--- config.mk ---
export PLATFORM = sky130hd
export DESIGN_NAME = multicycle_ctrl
export DESIGN_NICKNAME = d
export VERILOG_FILES = /design/src/rtl/ctrl_pkg.sv /design/src/rtl/cycle_timer.sv /design/src/rtl/multicycle_ctrl.sv
export SDC_FILE = /design/constraint.sdc
export NUM_CORES = 1
export LEC_CHECK = 0
export ABC_AREA = 0
export CORE_ASPECT_RATIO = 0.8
export CORE_UTILIZATION = 45
export DETAILED_ROUTE_END_ITERATION = 10
export GPL_ROUTABILITY_DRIVEN = 0
export GPL_TIMING_DRIVEN = 1
export PLACE_DENSITY_LB_ADDON = 0.1
export SLEW_MARGIN = 20
export SYNTH_ARGS = -nofsm -noshare
export SYNTH_HDL_FRONTEND = slang
export SYNTH_HIERARCHICAL = 1
export SYNTH_SLANG_ARGS = --single-unit
--- constraint.sdc ---
create_clock -name clk -period 3.1 [get_ports clk]
set_clock_uncertainty 0.1 [all_clocks]
set_input_delay 0.62 -clock clk [delete_from_list [all_inputs] [get_ports clk]]
set_output_delay 0.62 -clock clk [all_outputs]
set_load 0.03 [all_outputs]
--- src/rtl/ctrl_pkg.sv ---
// ctrl_pkg: shared state encoding, opcode map and opcode-class helpers for the multi-cycle sequencer
package ctrl_pkg;

    typedef enum logic [2:0] {
        ST_FETCH  = 3'd0,
        ST_DECODE = 3'd1,
        ST_EXEC   = 3'd2,
        ST_MDWAIT = 3'd3,
        ST_MEM    = 3'd4,
        ST_WB     = 3'd5,
        ST_BRANCH = 3'd6
    } state_t;

    localparam logic [3:0] OP_MUL   = 4'b0000;
    localparam logic [3:0] OP_MULI  = 4'b0001;
    localparam logic [3:0] OP_DIV   = 4'b0010;
    localparam logic [3:0] OP_DIVI  = 4'b0011;
    localparam logic [3:0] OP_ADD   = 4'b0100;
    localparam logic [3:0] OP_LOAD  = 4'b0101;
    localparam logic [3:0] OP_STORE = 4'b0110;
    localparam logic [3:0] OP_B     = 4'b0111;
    localparam logic [3:0] OP_BEQ   = 4'b1000;
    localparam logic [3:0] OP_ADDI  = 4'b1111;

    // MUL/MULI/DIV/DIVI all go through the iterative unit
    function automatic logic is_muldiv(input logic [3:0] op);
        return op[3:2] == 2'b00;
    endfunction

    function automatic logic is_mem(input logic [3:0] op);
        return op == OP_LOAD || op == OP_STORE;
    endfunction

    function automatic logic is_branch(input logic [3:0] op);
        return op == OP_B || op == OP_BEQ;
    endfunction

    // 1001..1110 have no instruction assigned
    function automatic logic is_illegal(input logic [3:0] op);
        return op >= 4'b1001 && op <= 4'b1110;
    endfunction

endpackage

--- src/rtl/cycle_timer.sv ---
// cycle_timer: clearable up-counter flagging the terminal count LIMIT-1 while enabled
module cycle_timer #(
    parameter int LIMIT = 64,
    parameter int W     = 7
) (
    input  logic clk,
    input  logic rst_n,
    input  logic clear,
    input  logic enable,
    output logic tc
);

    logic [W-1:0] count;

    // count cycles spent enabled; clear takes priority over counting
    always_ff @(posedge clk) begin
        if (!rst_n)
            count <= '0;
        else if (clear)
            count <= '0;
        else if (enable)
            count <= count + 1'b1;
    end

    assign tc = enable && count == W'(LIMIT - 1);

endmodule

--- src/rtl/multicycle_ctrl.sv ---
// multicycle_ctrl: fetch/decode/execute/memory/writeback sequencer with mult/div and memory stalls
module multicycle_ctrl
    import ctrl_pkg::*;
#(
    parameter int TIMEOUT_CYCLES = 64,
    parameter int CNT_W          = 7
) (
    input  logic       clk,
    input  logic       rst_n,
    input  logic [3:0] opcode,
    input  logic       instr_valid,
    input  logic       mem_ready,
    input  logic       alu_done,
    input  logic       flag_z,
    output logic       pc_write,
    output logic       pc_src,
    output logic       ir_write,
    output logic       alu_start,
    output logic       mem_read,
    output logic       mem_write,
    output logic       reg_write,
    output logic       flag_write,
    output logic       err,
    output logic [2:0] state_o
);

    state_t     state, state_nx;
    logic [3:0] op_q;
    logic       md_timeout;

    cycle_timer #(.LIMIT(TIMEOUT_CYCLES), .W(CNT_W)) u_timer (
        .clk    (clk),
        .rst_n  (rst_n),
        .clear  (state == ST_DECODE),
        .enable (state == ST_MDWAIT),
        .tc     (md_timeout)
    );

    // state register and opcode capture during DECODE
    always_ff @(posedge clk) begin
        if (!rst_n) begin
            state <= ST_FETCH;
            op_q  <= '0;
        end else begin
            state <= state_nx;
            if (state == ST_DECODE)
                op_q <= opcode;
        end
    end

    // next state and strobes; everything held low while reset is asserted
    always_comb begin
        state_nx   = state;
        pc_write   = 1'b0;
        pc_src     = 1'b0;
        ir_write   = 1'b0;
        alu_start  = 1'b0;
        mem_read   = 1'b0;
        mem_write  = 1'b0;
        reg_write  = 1'b0;
        flag_write = 1'b0;
        err        = 1'b0;
        if (rst_n) begin
            case (state)
                ST_FETCH: begin
                    mem_read = 1'b1;
                    ir_write = instr_valid;
                    state_nx = instr_valid ? ST_DECODE : ST_FETCH;
                end
                ST_DECODE: begin
                    if (is_muldiv(opcode)) begin
                        alu_start = 1'b1;
                        state_nx  = ST_MDWAIT;
                    end else if (is_illegal(opcode)) begin
                        err      = 1'b1;
                        pc_write = 1'b1;
                        state_nx = ST_FETCH;
                    end else begin
                        state_nx = is_branch(opcode) ? ST_BRANCH : ST_EXEC;
                    end
                end
                ST_MDWAIT: begin
                    if (alu_done) begin
                        state_nx = ST_WB;
                    end else if (md_timeout) begin
                        err      = 1'b1;
                        pc_write = 1'b1;
                        state_nx = ST_FETCH;
                    end
                end
                ST_EXEC: state_nx = is_mem(op_q) ? ST_MEM : ST_WB;
                ST_MEM: begin
                    mem_write = op_q == OP_STORE;
                    mem_read  = op_q != OP_STORE;
                    pc_write  = op_q == OP_STORE && mem_ready;
                    state_nx  = !mem_ready ? ST_MEM : (op_q == OP_STORE ? ST_FETCH : ST_WB);
                end
                ST_WB: begin
                    reg_write  = 1'b1;
                    pc_write   = 1'b1;
                    flag_write = 1'b1;
                    state_nx   = ST_FETCH;
                end
                ST_BRANCH: begin
                    pc_write = 1'b1;
                    pc_src   = op_q == OP_B || flag_z;
                    state_nx = ST_FETCH;
                end
                default: state_nx = ST_FETCH;
            endcase
        end
    end

    assign state_o = rst_n ? state : 3'd0;

endmodule

==> reports/summary.txt <==
LOGIC SYNTHESIS
--------------------------------------------------------------------------------
Part of the Yosys area used for sequential elements                        0.321
Dominant cell type by area after synthesis                          sky130_fd_sc_hd__dfxtp_1
Total number of yosys warnings                                                 6
Share of synthesized flip-flops with an asynchronous set or reset              0
Top cell type's share of synthesized area                                  0.321
Cell count after synthesis                                                   103
Post-synth EDFFs                                                               0
Synthesized netlist net count                                                114
Top post-synthesis cells by count                                   sky130_fd_sc_hd__dfxtp_1, sky130_fd_sc_hd__nor2_1, sky130_fd_sc_hd__and3_1, sky130_fd_sc_hd__nor2b_1
Top_reg_cell synth                                                  sky130_fd_sc_hd__dfxtp_1
Netlist Area Pre-Place                                                 873 sq um
Average instance area after synthesis                                 8.48 sq um
Count of unique library cells instantiated by Yosys                           39
Cell with the most instances after synthesis                        sky130_fd_sc_hd__dfxtp_1
Synthesized flop and latch total                                              14
Leading cell types by total area after synthesis                    sky130_fd_sc_hd__dfxtp_1, sky130_fd_sc_hd__mux2i_1, sky130_fd_sc_hd__and3_1

FLOORPLANNING
--------------------------------------------------------------------------------
Boundary Pins                                                                 22
Count of standard-cell rows                                                   13
Initial core utilization                                                   0.507
Die Footprint                                                         2120 sq um
Chip Height                                                              41.4 um
Core footprint                                                        1720 sq um
Die width                                                                51.3 um

CELLS AND AREA
--------------------------------------------------------------------------------
Area growth from synthesis to layout                                       32.5%
Share of post-route cells with drive strength above 1                      0.146
Antenna diode count                                                            0
Number of nets in the final layout                                           142

ROUTING
--------------------------------------------------------------------------------
Via count of the routed design                                               841
Routed WL per cell                                                       13.9 um
Total length of routed wires                                             2120 um
Detailed-routing wirelength on met1                                      1080 um
Via density per instance                                                    5.53
Topmost layer with routed signal wires                                      met4
Drt first-iter violations                                                     25
Post-DRT Antenna Nets                                                          0
Routed wire length on met2                                                896 um
Router iterations before antenna repair                                        4
DRC Markers                                                                    0
Met3 wire length                                                          121 um

SETUP PATH
--------------------------------------------------------------------------------
Top fanout value on the critical path                                          6
Data required, critical path                                             2.38 ns
Worst setup path category                                              in -> out
Kind of launch point of the worst setup path                        primary input
Worst endpoint data arrival time                                         2.23 ns
Kind of end point of the critical path                                output pin

GLOBAL ROUTING
--------------------------------------------------------------------------------
Via count of the first global-routing pass                                   719
Antenna violations before repair                                               0
Largest net degree at the start of global routing                             17
Residual overflow from global routing                                          0
GRT Overall Usage                                                          0.208
Global-route wire length before repair                                   3240 um

PLACEMENT
--------------------------------------------------------------------------------
Worst-case setup slack after placement                                  0.165 ns
DPL Wire Length                                                          1590 um
Input/output buffers                                                          21

CLOCK TREE
--------------------------------------------------------------------------------
Clk sinks                                                                     14
Num CTS Buffers                                                                3
Clock tree from TritonCTS                                                   done
Clock latency on the worst-skew pair                                     0.29 ns
Clock tree root buffer cell                                         sky130_fd_sc_hd__clkbuf_4
Worst-path clk slew                                                      0.08 ns
# Post-CTS Setup Buffers                                                       0
Max H-tree Level                                                               1
Post-CTS Hold Buffers                                                          0
Buffers from clock root to sink, at most                                       2

STA
--------------------------------------------------------------------------------
Final-report max-slew violation count                                          0
Unrepaired setup endpoints after global routing                               no
Maximum achievable frequency                                             339 MHz
Ratio of final minimum period to clock period                              0.952
Final Hold Vio Count                                                           0
Post-route worst setup slack                                            0.147 ns
Time the final worst path needs with I/O delays and setup                2.95 ns
Final sum of negative setup slack                                           0 ns
Setup violation total in the final timing report                               0
Transition time of the tightest slew-check pin                          0.316 ns
Max_slew headroom                                                          0.789

POWER AND IR DROP
--------------------------------------------------------------------------------
Peak supply drop                                                        0.395 mV
Final total power                                                         523 uW
Leakage Power                                                        0.000469 uW
Power per cell area                                                  452 nW/um^2

FLOW RUN
--------------------------------------------------------------------------------
Max-capacitance violation count                                                0

WORST HOLD PATH
--------------------------------------------------------------------------------
Hold crit path type                                                   reg -> reg

STATUS
--------------------------------------------------------------------------------
Result of the run                                                      completed

-- final timing paths --
check | start | endpoint | slack (ns) | depth (start not counted)
worst max-delay path | rst_n | ir_write | 0.15 | 4
worst min-delay path | u_timer/count[6]$_SDFFE_PP0P_ | u_timer/count[6]$_SDFFE_PP0P_ | 0.39 | 2
worst max register to register | state[2]$_SDFFE_PN0P_ | state[0]$_SDFFE_PN0P_ | 1.09 | 8
worst min register to register | u_timer/count[6]$_SDFFE_PP0P_ | u_timer/count[6]$_SDFFE_PP0P_ | 0.39 | 2
-- cells by family after synthesis --
kind of cell / count (synthesis) / share of synthesized area
AO/OA/AOI/OAI: 17 / 0.125
multiplexers: 5 / 0.0573
buffers and inverters: 8 / 0.0415
adder cells (fa/ha/maj): 1 / 0.0143
AND/OR/NAND/NOR: 54 / 0.401
XOR/XNOR: 4 / 0.0401
flip-flops: 14 / 0.321
-- worst max-delay path: stages --
cell,delay [ns]
sky130_fd_sc_hd__clkdlybuf4s50_1,0.56
sky130_fd_sc_hd__nor2b_1,0.22
sky130_fd_sc_hd__and3_1,0.17
sky130_fd_sc_hd__clkdlybuf4s50_1,0.66
-- state kept, by name (all words and copies together) (netlist names) --
register / cells
u_timer/count: 7
op_q: 4
state: 3
-- metrics by stage --
| step | hold WS [ns] | instances | utilization | area, sq um |
|---|---|---|---|---|
| 2_1_floorplan | 0.349 | 103 | - | 873 |
| 3_3_place_gp | 0.358 | 148 | 0.649 | 1120 |
| 3_5_place_dp | 0.367 | 148 | 0.649 | 1120 |
| 4_1_cts | 0.381 | 152 | 0.671 | 1160 |
| 5_1_grt | 0.411 | 152 | 0.671 | 1160 |
| 6_report | 0.392 | 152 | 0.671 | 1160 |
-- report_power, final --
group          leakage (uW)  internal [uW]  switching (uW)
combinational      0.000335           85.6            96.7
sequential         0.000114            194            13.0
clock             0.0000210           71.7            62.8
-- routing by layer --
metal  GRT usage  vias to the layer above
met5           0                        -
met1       0.293                      379
li1            -                      431
met4      0.0486                        0
met2       0.295                       29
met3      0.0879                        2
-- cell usage in the layout, fill, tap and decap left out, drive strengths merged, types with 2 or more instances in the layout --
cell type and n:
nand4b 2, a21oi 5, nor2b 6, and2 2
and3 6, o21ai 5, mux2i 5, buf 12
inv 4, xor2 3, clkbuf 4, nand2b 3
dfxtp 14, nor2 9, clkdlybuf4s50 15, nand3 4
nand4 2, and3b 2, nand2 5, or3 4
-- layout make-up --
cell class	count	area (sq um)
Clock buffer	4	36.3
Fill cell	164	567
Inverter	4	15.0
Multi-Input combinational cell	81	558
Sequential cell	14	280
Tap cell	22	27.5
Timing Repair Buffer	27	240
-- what timing repair did --
action                     CTS  global route
hold endpoints to repair     0             0
gates resized for setup      0             1
setup endpoints to repair    0             2
Power figures use the tool's default switching activity.
